## src/rtl/ula_accumulator.sv

```systemverilog
// Sequential front-end for the combinational add/subtract ULA: valid/ready intake,
// accumulator write-back, sticky overflow and op counter. Option: ULA_ACC_SATURATE_EN.
module ula_accumulator #(
  parameter int WIDTH = 4
) (
  input  logic             clk,
  input  logic             rst,
  input  logic             in_valid,
  output logic             in_ready,
  input  logic [1:0]       in_op,
  input  logic [WIDTH-1:0] in_data,
  output logic [WIDTH-1:0] ula_a,
  output logic [WIDTH-1:0] ula_b,
  output logic             ula_sel,
  input  logic [WIDTH-1:0] ula_s,
  output logic [WIDTH-1:0] acc,
  output logic             ovf,
  output logic             out_valid,
  output logic [7:0]       op_count
);

  // state | meaning
  // IDLE  | ready for a request; operands captured on the accepting edge
  // EXEC  | ULA driven from captured regs; acc/ovf written at end of cycle
  // DONE  | out_valid pulse; op counter advances on exit
  typedef enum logic [1:0] {IDLE, EXEC, DONE} state_t;

  localparam logic [1:0] OP_LOAD  = 2'b00;
  localparam logic [1:0] OP_ADD   = 2'b01;
  localparam logic [1:0] OP_SUB   = 2'b10;
  localparam logic [1:0] OP_CLEAR = 2'b11;

  state_t           state_q, state_d;
  logic [1:0]       op_q, op_d;
  logic [WIDTH-1:0] a_q, a_d;
  logic [WIDTH-1:0] b_q, b_d;
  logic             sel_q, sel_d;
  logic [WIDTH-1:0] acc_q, acc_d;
  logic             ovf_q, ovf_d;
  logic [7:0]       cnt_q, cnt_d;

  always_ff @(posedge clk or posedge rst) begin
    if (rst) begin
      state_q <= IDLE;
      op_q    <= OP_LOAD;
      a_q     <= '0;
      b_q     <= '0;
      sel_q   <= 1'b0;
      acc_q   <= '0;
      ovf_q   <= 1'b0;
      cnt_q   <= 8'd0;
    end else begin
      state_q <= state_d;
      op_q    <= op_d;
      a_q     <= a_d;
      b_q     <= b_d;
      sel_q   <= sel_d;
      acc_q   <= acc_d;
      ovf_q   <= ovf_d;
      cnt_q   <= cnt_d;
    end
  end

  always_comb begin
    state_d   = state_q;
    op_d      = op_q;
    a_d       = a_q;
    b_d       = b_q;
    sel_d     = sel_q;
    acc_d     = acc_q;
    ovf_d     = ovf_q;
    cnt_d     = cnt_q;
    in_ready  = 1'b0;
    out_valid = 1'b0;
    case (state_q)
      IDLE: begin
        in_ready = 1'b1;
        if (in_valid) begin
          // ULA inputs are frozen here so they hold steady outside EXEC
          op_d    = in_op;
          a_d     = acc_q;
          b_d     = in_data;
          sel_d   = (in_op == OP_SUB);
          state_d = EXEC;
        end
      end
      EXEC: begin
        state_d = DONE;
        case (op_q)
          OP_LOAD: acc_d = b_q;
          OP_ADD: begin
            acc_d = ula_s;
            if (ula_s < acc_q) begin
              ovf_d = 1'b1;
`ifdef ULA_ACC_SATURATE_EN
              acc_d = '1;
`endif
            end
          end
          OP_SUB: begin
            acc_d = ula_s;
            if (b_q > acc_q) begin
              ovf_d = 1'b1;
`ifdef ULA_ACC_SATURATE_EN
              acc_d = '0;
`endif
            end
          end
          OP_CLEAR: begin
            acc_d = '0;
            ovf_d = 1'b0;
          end
          default: acc_d = acc_q;
        endcase
      end
      DONE: begin
        out_valid = 1'b1;
        cnt_d     = cnt_q + 8'd1;
        state_d   = IDLE;
      end
      default: state_d = IDLE;
    endcase
  end

  assign ula_a    = a_q;
  assign ula_b    = b_q;
  assign ula_sel  = sel_q;
  assign acc      = acc_q;
  assign ovf      = ovf_q;
  assign op_count = cnt_q;

endmodule

```

## config.mk

```make
export PLATFORM = sky130hd
export DESIGN_NAME = ula_accumulator
export DESIGN_NICKNAME = d
export VERILOG_FILES = /design/src/rtl/ula_accumulator.sv
export SDC_FILE = /design/constraint.sdc
export NUM_CORES = 1
export LEC_CHECK = 0
export ABC_CLOCK_PERIOD_IN_PS = 1350
export CORE_MARGIN = 2
export CORE_UTILIZATION = 40
export DETAILED_ROUTE_END_ITERATION = 8
export PLACE_DENSITY = 0.71
export SLEW_MARGIN = 5
export SYNTH_ARGS = -nofsm -noshare
export SYNTH_HDL_FRONTEND = slang
export SYNTH_SLANG_ARGS = --single-unit
```

## constraint.sdc

```tcl
create_clock -name clk -period 1.35 [get_ports clk]
set_input_delay 0.3375 -clock clk [delete_from_list [all_inputs] [get_ports clk]]
set_output_delay 0.3375 -clock clk [all_outputs]
set_load 0.05 [all_outputs]
```

==> results.py, run 1 <==
metrics = {
    "run_status": {
        "outcome": "finished with violations",
        "failed_checks": "setup timing",
    },
    "timing": {
        "setup-violations-final": 14,
        "fin_skew_ns": 0.00317,
        "layout_setup_ws_ns": -0.128,
        "finalCriticalPeriod_ns": 1.48,
        "fmax_ghz": 0.677,
        "slew_viol_final": 0,
        "fin_crit_sh": 1.09,
        "final_hold_viol_count": 0,
        "max_slew.worst_pin.slew_ns": 0.232,
        "rsz0062_at_grt": "yes",
        "relSlewSlack": 0.844,
    },
    "clocking": {
        "htreeDepth": 1,
        "clock_latency_ns": 0.33,
        "cts_tree": "built",
        "cts_buffers": 3,
        "clock_sinks": 26,
        "clkSlewWorstSetupHoldPaths_ns": 0.14,
        "cts_root_buf": "clkbuf_4",
        "clockBufferDepth": 2,
    },
    "layout": {
        "most-common-layout-cells": "buf_12, buf_4, dfrtp_2",
        "nets": 207,
        "mostFrequentLayoutCell": "buf_12",
        "diodes": 0,
        "syn2layout_area_growth_pct": 85.7,
        "final_util": 0.788,
        "drive_above_1_share": 0.608,
    },
    "floorplan": {
        "core_um2": 3100,
        "initial_core_util": 0.424,
        "die_h_um": 61.4,
        "ios": 37,
        "core.rowCount": 20,
        "die_w_um": 61.4,
        "die_area_um2": 3770,
    },
    "routing": {
        "route.detailed.drc": 0,
        "dr_total_vias": 1106,
        "via_per_inst": 4.92,
        "routed_wirelength_um": 3610,
        "drtIter0Drc": 18,
        "wire_per_inst_um": 16.0,
        "drt_pass1_iterations": 4,
        "antenna_left": 0,
    },
    "pwr": {
        "intPower_w": 0.00320,
        "peakVddDrop_v": 0.00118,
        "power_frac_clock": 0.073,
        "pwr-share-seq": 0.254,
        "power_w": 0.00555,
        "leakage_nw": 1.10,
        "swShare": 0.424,
        "pwr-share-comb": 0.673,
        "p_switching_w": 0.00235,
        "powerDensity_nw_per_um2": 2270,
    },
    "setup_path": {
        "path_class": "reg -> reg",
        "cp.arrival_ns": 1.71,
        "endpoint_kind": "flip-flop",
        "path_max_fanout": 3,
        "startpoint_type": "flip-flop",
        "critPathRequiredTime_ns": 1.58,
    },
    "yosys": {
        "post_synth_num_cell_types": 28,
        "synthCells": 113,
        "synth_area_um2": 1320,
        "synthesis.nets": 138,
        "yosysSeqAreaShare": 0.494,
        "ys_seq_elements": 26,
        "yosysWarningCount": 0,
        "postSynthAreaPerCell_um2": 11.6,
    },
    "flow_run": {
        "cap_violations": 0,
    },
    "global_routing": {
        "grt_max_degree": 27,
        "grt_pass1_vias": 1201,
        "track_usage": 0.200,
        "grt_pass1_wl_um": 5440,
        "overflow": 0,
        "antenna_found_initial": 0,
    },
    "place": {
        "place.gp.congestion": 0.835,
        "dp_hpwl_um": 2400,
        "portBuffers": 36,
    },
    "worst_hold_path": {
        "hp-class": "in -> async",
    },
}
logic make-up after synthesis:
kind of cell,share of synthesized area
adder cells (fa/ha/maj),0.114
multiplexers,0.0789
flip-flops,0.494
XOR/XNOR,0.0466
AO/OA/AOI/OAI,0.0865
buffers and inverters,0.0599
AND/OR/NAND/NOR,0.120
metrics by stage:
| stage | setup WS [ns] | instance area, um2 | setup TNS (ns) | hold WS, ns | std cells |
|---|---|---|---|---|---|
| detailed placement | -0.452 | 2170 | -1.97 | 0.532 | 209 |
| floorplan | -0.183 | 1390 | -0.924 | 0.377 | 113 |
| global placement | -0.403 | 2170 | -1.80 | 0.512 | 209 |
| global route | -0.192 | 2440 | -1.67 | 0.332 | 225 |
| CTS | -0.117 | 2350 | -0.695 | 0.331 | 219 |
| finish | -0.128 | 2440 | -0.760 | 0.319 | 225 |
Yosys cell counts:
| cell | instances | share of area |
|---|---|---|
| and2_1 | 1 | 0.0048 |
| xor2_1 | 3 | 0.020 |
| nand2b_1 | 1 | 0.0048 |
| nor2b_1 | 4 | 0.019 |
| o21ai_0 | 9 | 0.034 |
| a311oi_2 | 1 | 0.011 |
| mux2_4 | 1 | 0.011 |
| xnor2_1 | 4 | 0.027 |
| o211ai_1 | 1 | 0.0057 |
| nor3_1 | 2 | 0.0076 |
| nand4_1 | 1 | 0.0048 |
| nand2_1 | 8 | 0.023 |
| a21oi_1 | 4 | 0.015 |
| nor2_1 | 4 | 0.011 |
| ha_1 | 12 | 0.11 |
| mux2_2 | 7 | 0.060 |
| and3_1 | 1 | 0.0048 |
| nand4_4 | 1 | 0.016 |
| dfrtp_1 | 26 | 0.49 |
| mux2i_1 | 1 | 0.0076 |
| nand3_1 | 1 | 0.0038 |
| a221oi_1 | 3 | 0.020 |
| inv_1 | 10 | 0.029 |
| buf_6 | 3 | 0.026 |
| nand3b_1 | 1 | 0.0057 |
| nor3b_1 | 1 | 0.0057 |
| buf_4 | 1 | 0.0057 |
| nor2_4 | 1 | 0.0086 |
state kept, by name, summed over array words and instances, names as in the netlist:
signal and count:
acc 4, op_count 8, op_q 2, ovf 1, state_q 2, ula_a 4, ula_b 4, ula_sel 1
metal layers:
metal,vias to the layer above,part of all wire,track usage
met3,5,0.026,0.0315
met5,-,0,0
met2,29,0.56,0.371
li1,524,-,-
met1,548,0.40,0.233
met4,0,0.013,0.0699
area by class of cell:
| type | instances | area, um2 |
|---|---|---|
| Clock buffer | 4 | 36.3 |
| Sequential cell | 26 | 669 |
| Timing Repair Buffer | 68 | 898 |
| Inverter | 10 | 40.0 |
| Fill cell | 193 | 658 |
| Tap cell | 44 | 55.1 |
| Multi-Input combinational cell | 73 | 746 |
worst max-delay path, stage by stage (launching register included):
cell	delay (ns)
dfrtp_2	0.45
inv_4	0.09
ha_4	0.21
buf_4	0.13
a311oi_2	0.23
o211ai_1	0.14
mux2i_1	0.13
repair_timing:
action | 4_1_cts | 5_1_grt
cloned | 0 | 0
hold buffers | 0 | 0
resized for setup | 23 | 16
buffers inserted | 7 | 6
setup endpoints to repair | 15 | 32
pin swaps | 8 | 4
path summary, 6_finish.rpt:
kind,from,end,slack (ns),cells past startpoint
max,acc[1]$_DFFE_PP0N_,ovf$_DFFE_PP0P_,-0.13,6
min reg2reg,op_count[7]$_DFFE_PP0P_,op_count[7]$_DFFE_PP0P_,0.54,1
min in group clk,ula_s[1],acc[1]$_DFFE_PP0N_,0.51,3
max reg2reg,acc[1]$_DFFE_PP0N_,ovf$_DFFE_PP0P_,-0.13,6
max in group asynchronous,rst,acc[3]$_DFFE_PP0N_,0.87,3
min,rst,ula_a[1]$_DFFE_PP0P_,0.32,3
power groups by stage:
stage               Sequential (W)  Clock [W]  Combinational (W)
floorplan                  0.00216          0           0.000757
global placement           0.00139          0            0.00311
detailed placement         0.00141          0            0.00321
CTS                        0.00142   0.000408            0.00350
global route               0.00144   0.000458            0.00390
finish                     0.00141   0.000407            0.00373
Power figures use the tool's default switching activity.
==> run 2: changes to the inputs <==
--- a/config.mk
+++ b/config.mk
@@ -5,11 +5,11 @@
 export SDC_FILE = /design/constraint.sdc
 export NUM_CORES = 1
 export LEC_CHECK = 0
-export ABC_CLOCK_PERIOD_IN_PS = 1350
+export ABC_CLOCK_PERIOD_IN_PS = 1460
 export CORE_MARGIN = 2
 export CORE_UTILIZATION = 40
 export DETAILED_ROUTE_END_ITERATION = 8
-export PLACE_DENSITY = 0.71
+export PLACE_DENSITY = 0.69
 export SLEW_MARGIN = 5
 export SYNTH_ARGS = -nofsm -noshare
 export SYNTH_HDL_FRONTEND = slang
==> constraint.sdc (replaced) <==
create_clock -name clk -period 1.46 [get_ports clk]
set_input_delay 0.365 -clock clk [delete_from_list [all_inputs] [get_ports clk]]
set_output_delay 0.365 -clock clk [all_outputs]
set_load 0.05 [all_outputs]
==> results.py, run 2 (synthesis results as in run 1) <==
metrics = {
    "run_status": {
        "outcome": "finished with violations",
        "failed_checks": "setup timing",
    },
    "pwr": {
        "intPower_w": 0.00277,
        "swShare": 0.420,
        "pwr-share-seq": 0.269,
        "peakVddDrop_v": 0.000896,
        "powerDensity_nw_per_um2": 2100,
        "p_switching_w": 0.00201,
        "power_frac_clock": 0.104,
        "pwr-share-comb": 0.628,
        "power_w": 0.00479,
        "leakage_nw": 1.04,
    },
    "layout": {
        "final-seq-area_um2": 661,
        "largest_register_ffs": 8,
        "mostFrequentLayoutCell": "buf_12",
        "fillers": 213,
        "multi_input_area_um2": 686,
        "diodes": 0,
        "nets": 196,
        "most-common-layout-cells": "buf_12, dfrtp_1, buf_4",
        "final_util": 0.736,
        "drive_above_1_share": 0.506,
        "syn2layout_area_growth_pct": 73.5,
    },
    "routing": {
        "route.detailed.drc": 0,
        "dr_total_vias": 1013,
        "via_per_inst": 4.73,
        "drt_pass1_iterations": 4,
        "antenna_left": 0,
        "routed_wirelength_um": 2960,
        "wire_per_inst_um": 13.9,
        "drtIter0Drc": 29,
    },
    "floorplan": {
        "core_um2": 3100,
        "core.rowCount": 20,
        "initial_core_util": 0.424,
        "ios": 37,
        "die_w_um": 61.4,
        "die_h_um": 61.4,
        "die_area_um2": 3770,
    },
    "setup_path": {
        "critPathRequiredTime_ns": 1.10,
        "path_max_fanout": 2,
        "endpoint_kind": "output pin",
        "startpoint_type": "flip-flop",
        "cp.arrival_ns": 1.14,
        "reg2reg_depth": 6,
        "path_class": "reg -> out",
    },
    "clocking": {
        "cts_root_buf": "clkbuf_4",
        "cts_buffers": 3,
        "clkSlewWorstSetupHoldPaths_ns": 0.15,
        "htreeDepth": 1,
        "cts_tree": "built",
        "clock_sinks": 26,
        "clockBufferDepth": 2,
        "clock_latency_ns": 0.33,
        "hold_buffers": 0,
    },
    "global_routing": {
        "track_usage": 0.175,
        "grt_pass1_vias": 1073,
        "overflow": 0,
        "grt_max_degree": 27,
        "grt_pass1_wl_um": 4820,
        "antenna_found_initial": 0,
    },
    "timing": {
        "final_hold_viol_count": 0,
        "rsz0062_at_grt": "yes",
        "fin_skew_ns": 0.0108,
        "slew_viol_final": 0,
        "fmax_ghz": 0.665,
        "setup-violations-final": 3,
        "fin_crit_sh": 1.03,
        "max_slew.worst_pin.slew_ns": 0.335,
        "relSlewSlack": 0.777,
        "layout_setup_ws_ns": -0.0438,
        "finalCriticalPeriod_ns": 1.50,
    },
    "place": {
        "place.gp.congestion": 0.835,
        "dp_hpwl_um": 2250,
        "preCtsSetupSlack_ns": -0.374,
        "portBuffers": 36,
    },
    "flow_run": {
        "cap_violations": 0,
    },
    "worst_hold_path": {
        "hp-class": "in -> async",
    },
}
[run 2: worst paths after layout]
path | endpoint | from | slack [ns]
max | in_ready | state_q[0]$_DFFE_PP0P_ | -0.04
min | op_count[3]$_DFFE_PP0P_ | rst | 0.37
max reg2reg | ovf$_DFFE_PP0P_ | acc[2]$_DFFE_PP0N_ | 0
min reg2reg | op_count[7]$_DFFE_PP0P_ | op_count[7]$_DFFE_PP0P_ | 0.55
max in group asynchronous | ula_b[3]$_DFFE_PP0P_ | rst | 0.81
min in group clk | acc[2]$_DFFE_PP0N_ | ula_s[2] | 0.42
[run 2: through the flow]
| step | std cells | hold WS (ns) | area [um2] | TNS [ns] |
|---|---|---|---|---|
| floorplan | 113 | 0.404 | 1380 | -0.142 |
| global route | 214 | 0.404 | 2280 | -0.560 |
| finish | 214 | 0.370 | 2280 | -0.0894 |
| CTS | 211 | 0.366 | 2190 | -0.152 |
| global placement | 204 | 0.523 | 2100 | -1.23 |
| detailed placement | 204 | 0.539 | 2100 | -1.42 |
[run 2: area by class of cell]
cell class,count,share of cell area
clock buffers,3,0.00986
clock inverters,1,0.0132
inverters,10,0.0175
multi-input cells,73,0.300
flip-flops and latches,26,0.289
well taps,44,0.0241
repair buffers,57,0.346
[run 2: timing repair]
action | in CTS | in global routing
buffers inserted | 3 | 3
gates resized for setup | 3 | 19
pin swaps | 0 | 7
endpoints found under the setup margin | 3 | 16
endpoints found under the hold margin | 0 | 0
[run 2: power groups by stage]
stage | logic [W] | registers (W) | clock network (W)
3_3_place_gp | 0.00279 | 0.00128 | 0
2_1_floorplan | 0.000697 | 0.00199 | 0
5_1_grt | 0.00318 | 0.00133 | 0.000544
3_5_place_dp | 0.00285 | 0.00130 | 0
6_report | 0.00301 | 0.00129 | 0.000496
4_1_cts | 0.00290 | 0.00127 | 0.000508
[run 2: critical path, cell delays in order (launching register included)]
cell	delay, ns
dfrtp_1	0.42
buf_6	0.13
nor2_4	0.12
buf_12	0.14
[run 2: layer usage]
metal | up-vias | share of wire | global-route usage
met5 | - | 0 | 0
met1 | 490 | 0.43 | 0.215
met3 | 2 | 0.029 | 0.0378
met2 | 20 | 0.52 | 0.304
met4 | 0 | 0.013 | 0.0638
li1 | 501 | - | -
==> run 3: changes to the inputs <==
--- a/config.mk
+++ b/config.mk
@@ -8,6 +8,7 @@
 export ABC_CLOCK_PERIOD_IN_PS = 1460
 export CORE_MARGIN = 2
 export CORE_UTILIZATION = 40
+export CTS_BUF_LIST = sky130_fd_sc_hd__clkbuf_16
 export DETAILED_ROUTE_END_ITERATION = 8
 export PLACE_DENSITY = 0.69
 export SLEW_MARGIN = 5
==> results.py, run 3 (synthesis results as in run 1) <==
metrics = {
    "timing": {
        "fmax_ghz": 0.658,
        "layout_setup_ws_ns": -0.0591,
        "fin_skew_ns": 0.00434,
        "final_hold_viol_count": 0,
        "fin_tns_setup_ns": -0.0591,
        "relSlewSlack": 0.778,
        "rsz0062_at_grt": "yes",
        "fin_crit_sh": 1.04,
        "max_slew.worst_pin.slew_ns": 0.333,
        "slew_viol_final": 0,
        "finalCriticalPeriod_ns": 1.52,
        "setup-violations-final": 1,
    },
    "clocking": {
        "clockBufferDepth": 2,
        "clock_sinks": 26,
        "hold_buffers": 0,
        "clkSlewWorstSetupHoldPaths_ns": 0.07,
        "htreeDepth": 1,
        "cts_buffers": 3,
        "clock_latency_ns": 0.26,
        "cts_tree": "built",
        "cts_root_buf": "clkbuf_16",
    },
    "pwr": {
        "leakage_nw": 1.04,
        "powerDensity_nw_per_um2": 2230,
        "peakVddDrop_v": 0.00104,
    },
    "routing": {
        "via_per_inst": 4.84,
        "wl_met1_um": 1310,
        "drtIter0Drc": 38,
        "route.detailed.drc": 0,
        "antenna_left": 0,
        "highest_layer": "met4",
        "routed_wirelength_um": 3190,
        "wire_per_inst_um": 15.1,
        "wl_met3_um": 106,
        "met2_length_um": 1730,
        "dr_total_vias": 1026,
        "drt_pass1_iterations": 4,
    },
    "setup_path": {
        "cp.arrival_ns": 1.71,
        "critPathRequiredTime_ns": 1.65,
        "path_class": "reg -> reg",
        "startpoint_type": "flip-flop",
        "endpoint_kind": "flip-flop",
        "max_stage_delay_ns": 0.42,
        "r2r_start": "acc[1]$_DFFE_PP0N_",
        "path_max_fanout": 3,
        "r2r-end": "ovf$_DFFE_PP0P_",
        "cp_cell_sequence": "inv_4, ha_4, nor2b_4, nor3_2, o21ai_1, o211ai_1, mux2i_1",
        "slowest_stage": "dfrtp_2",
        "rrSetupSlack_ns": -0.06,
        "reg2reg_depth": 7,
    },
    "layout": {
        "drive_above_1_share": 0.518,
        "largest_register_ffs": 8,
        "mostFrequentLayoutCell": "buf_12",
        "syn2layout_area_growth_pct": 74.6,
        "nets": 194,
        "diodes": 0,
        "most-common-layout-cells": "buf_12, dfrtp_1, buf_4",
    },
    "global_routing": {
        "antenna_found_initial": 0,
        "grt_pass1_wl_um": 5070,
        "grt_pass1_vias": 1061,
        "track_usage": 0.188,
        "grt_max_degree": 27,
        "overflow": 0,
    },
    "place": {
        "dp_hpwl_um": 2250,
        "portBuffers": 36,
        "place.gp.congestion": 0.835,
        "preCtsSetupSlack_ns": -0.374,
    },
    "floorplan": {
        "core_um2": 3100,
        "core.rowCount": 20,
        "die_w_um": 61.4,
        "die_area_um2": 3770,
        "initial_core_util": 0.424,
        "ios": 37,
        "die_h_um": 61.4,
    },
    "run_status": {
        "failed_checks": "setup timing",
        "outcome": "finished with violations",
    },
    "flow_run": {
        "cap_violations": 0,
    },
    "worst_hold_path": {
        "hp-class": "in -> async",
    },
}
==> run 3: cell types whose count changed in the layout (fill, tap and decap cells not counted) <==
cell            before  now
and2_1               1    0
and2_4               0    1
buf_4               14   18
buf_6                7    1
clkbuf_16            0    3
clkbuf_4             3    0
dlygate4sd2_1        0    2
dlymetal6s2s_1       2    0
ha_1                 6    7
ha_4                 4    3
nor2b_1              3    2
nor2b_4              1    2
nor3_1               2    0
nor3_2               0    2
==> run 3: layout make-up <==
type / instances / area [um2]
Multi-Input combinational cell: 73 / 693
Clock buffer: 3 / 75.1
Tap cell: 44 / 55.1
Clock inverter: 1 / 30.0
Timing Repair Buffer: 55 / 744
Sequential cell: 26 / 661
Inverter: 10 / 40.0
Fill cell: 203 / 805
==> run 3: what timing repair did <==
action                     in CTS  in global routing
pin swaps                       3                  4
setup endpoints to repair       2                 11
gates resized for setup         7                 12
setup buffers                   2                  2
==> run 3: metal layers <==
layer  global-route usage  vias to the layer above
li1                     -                      492
met4               0.0790                        0
met2                0.319                       29
met5                    0                        -
met1                0.232                      501
met3               0.0378                        4
==> run 3: through the flow <==
stage          total power, W  hold slack, ns  instances  area, um2   util
2_1_floorplan         0.00268           0.404        113       1380      -
3_3_place_gp          0.00407           0.523        204       2100  0.678
3_5_place_dp          0.00414           0.539        204       2100  0.678
4_1_cts               0.00504           0.465        210       2240  0.721
5_1_grt               0.00538           0.524        212       2300  0.741
6_report              0.00513           0.459        212       2300  0.741
==> run 3: worst max-delay path, delay by kind of cell, from the launching register on <==
family / cells / cell delay (ns)
AOI/OAI and AO/OA: 2 / 0.22
muxes: 1 / 0.20
DFF: 1 / 0.42
and+or+nand+nor: 2 / 0.34
adders and majority gates: 1 / 0.20
buffers and inverters: 1 / 0.08
==> run 3: power breakdown <==
group          total, W  internal [W]  switching, W
registers       0.00129      0.000976      0.000312
clock network  0.000790      0.000545      0.000245
logic           0.00306       0.00153       0.00153
==> run 3: how the worst max path moves through the flow <==
stage	startpoint	to	slack [ns]	depth (start not counted)
floorplan	acc[2]$_DFFE_PP0N_	ovf$_DFFE_PP0P_	-0.07	6
global placement	ula_s[1]	ovf$_DFFE_PP0P_	-0.32	7
detailed placement	ula_s[1]	ovf$_DFFE_PP0P_	-0.37	7
CTS	acc[1]$_DFFE_PP0N_	ovf$_DFFE_PP0P_	-0.03	7
global route	acc[1]$_DFFE_PP0N_	ovf$_DFFE_PP0P_	-0.11	7
finish	acc[1]$_DFFE_PP0N_	ovf$_DFFE_PP0P_	-0.06	7
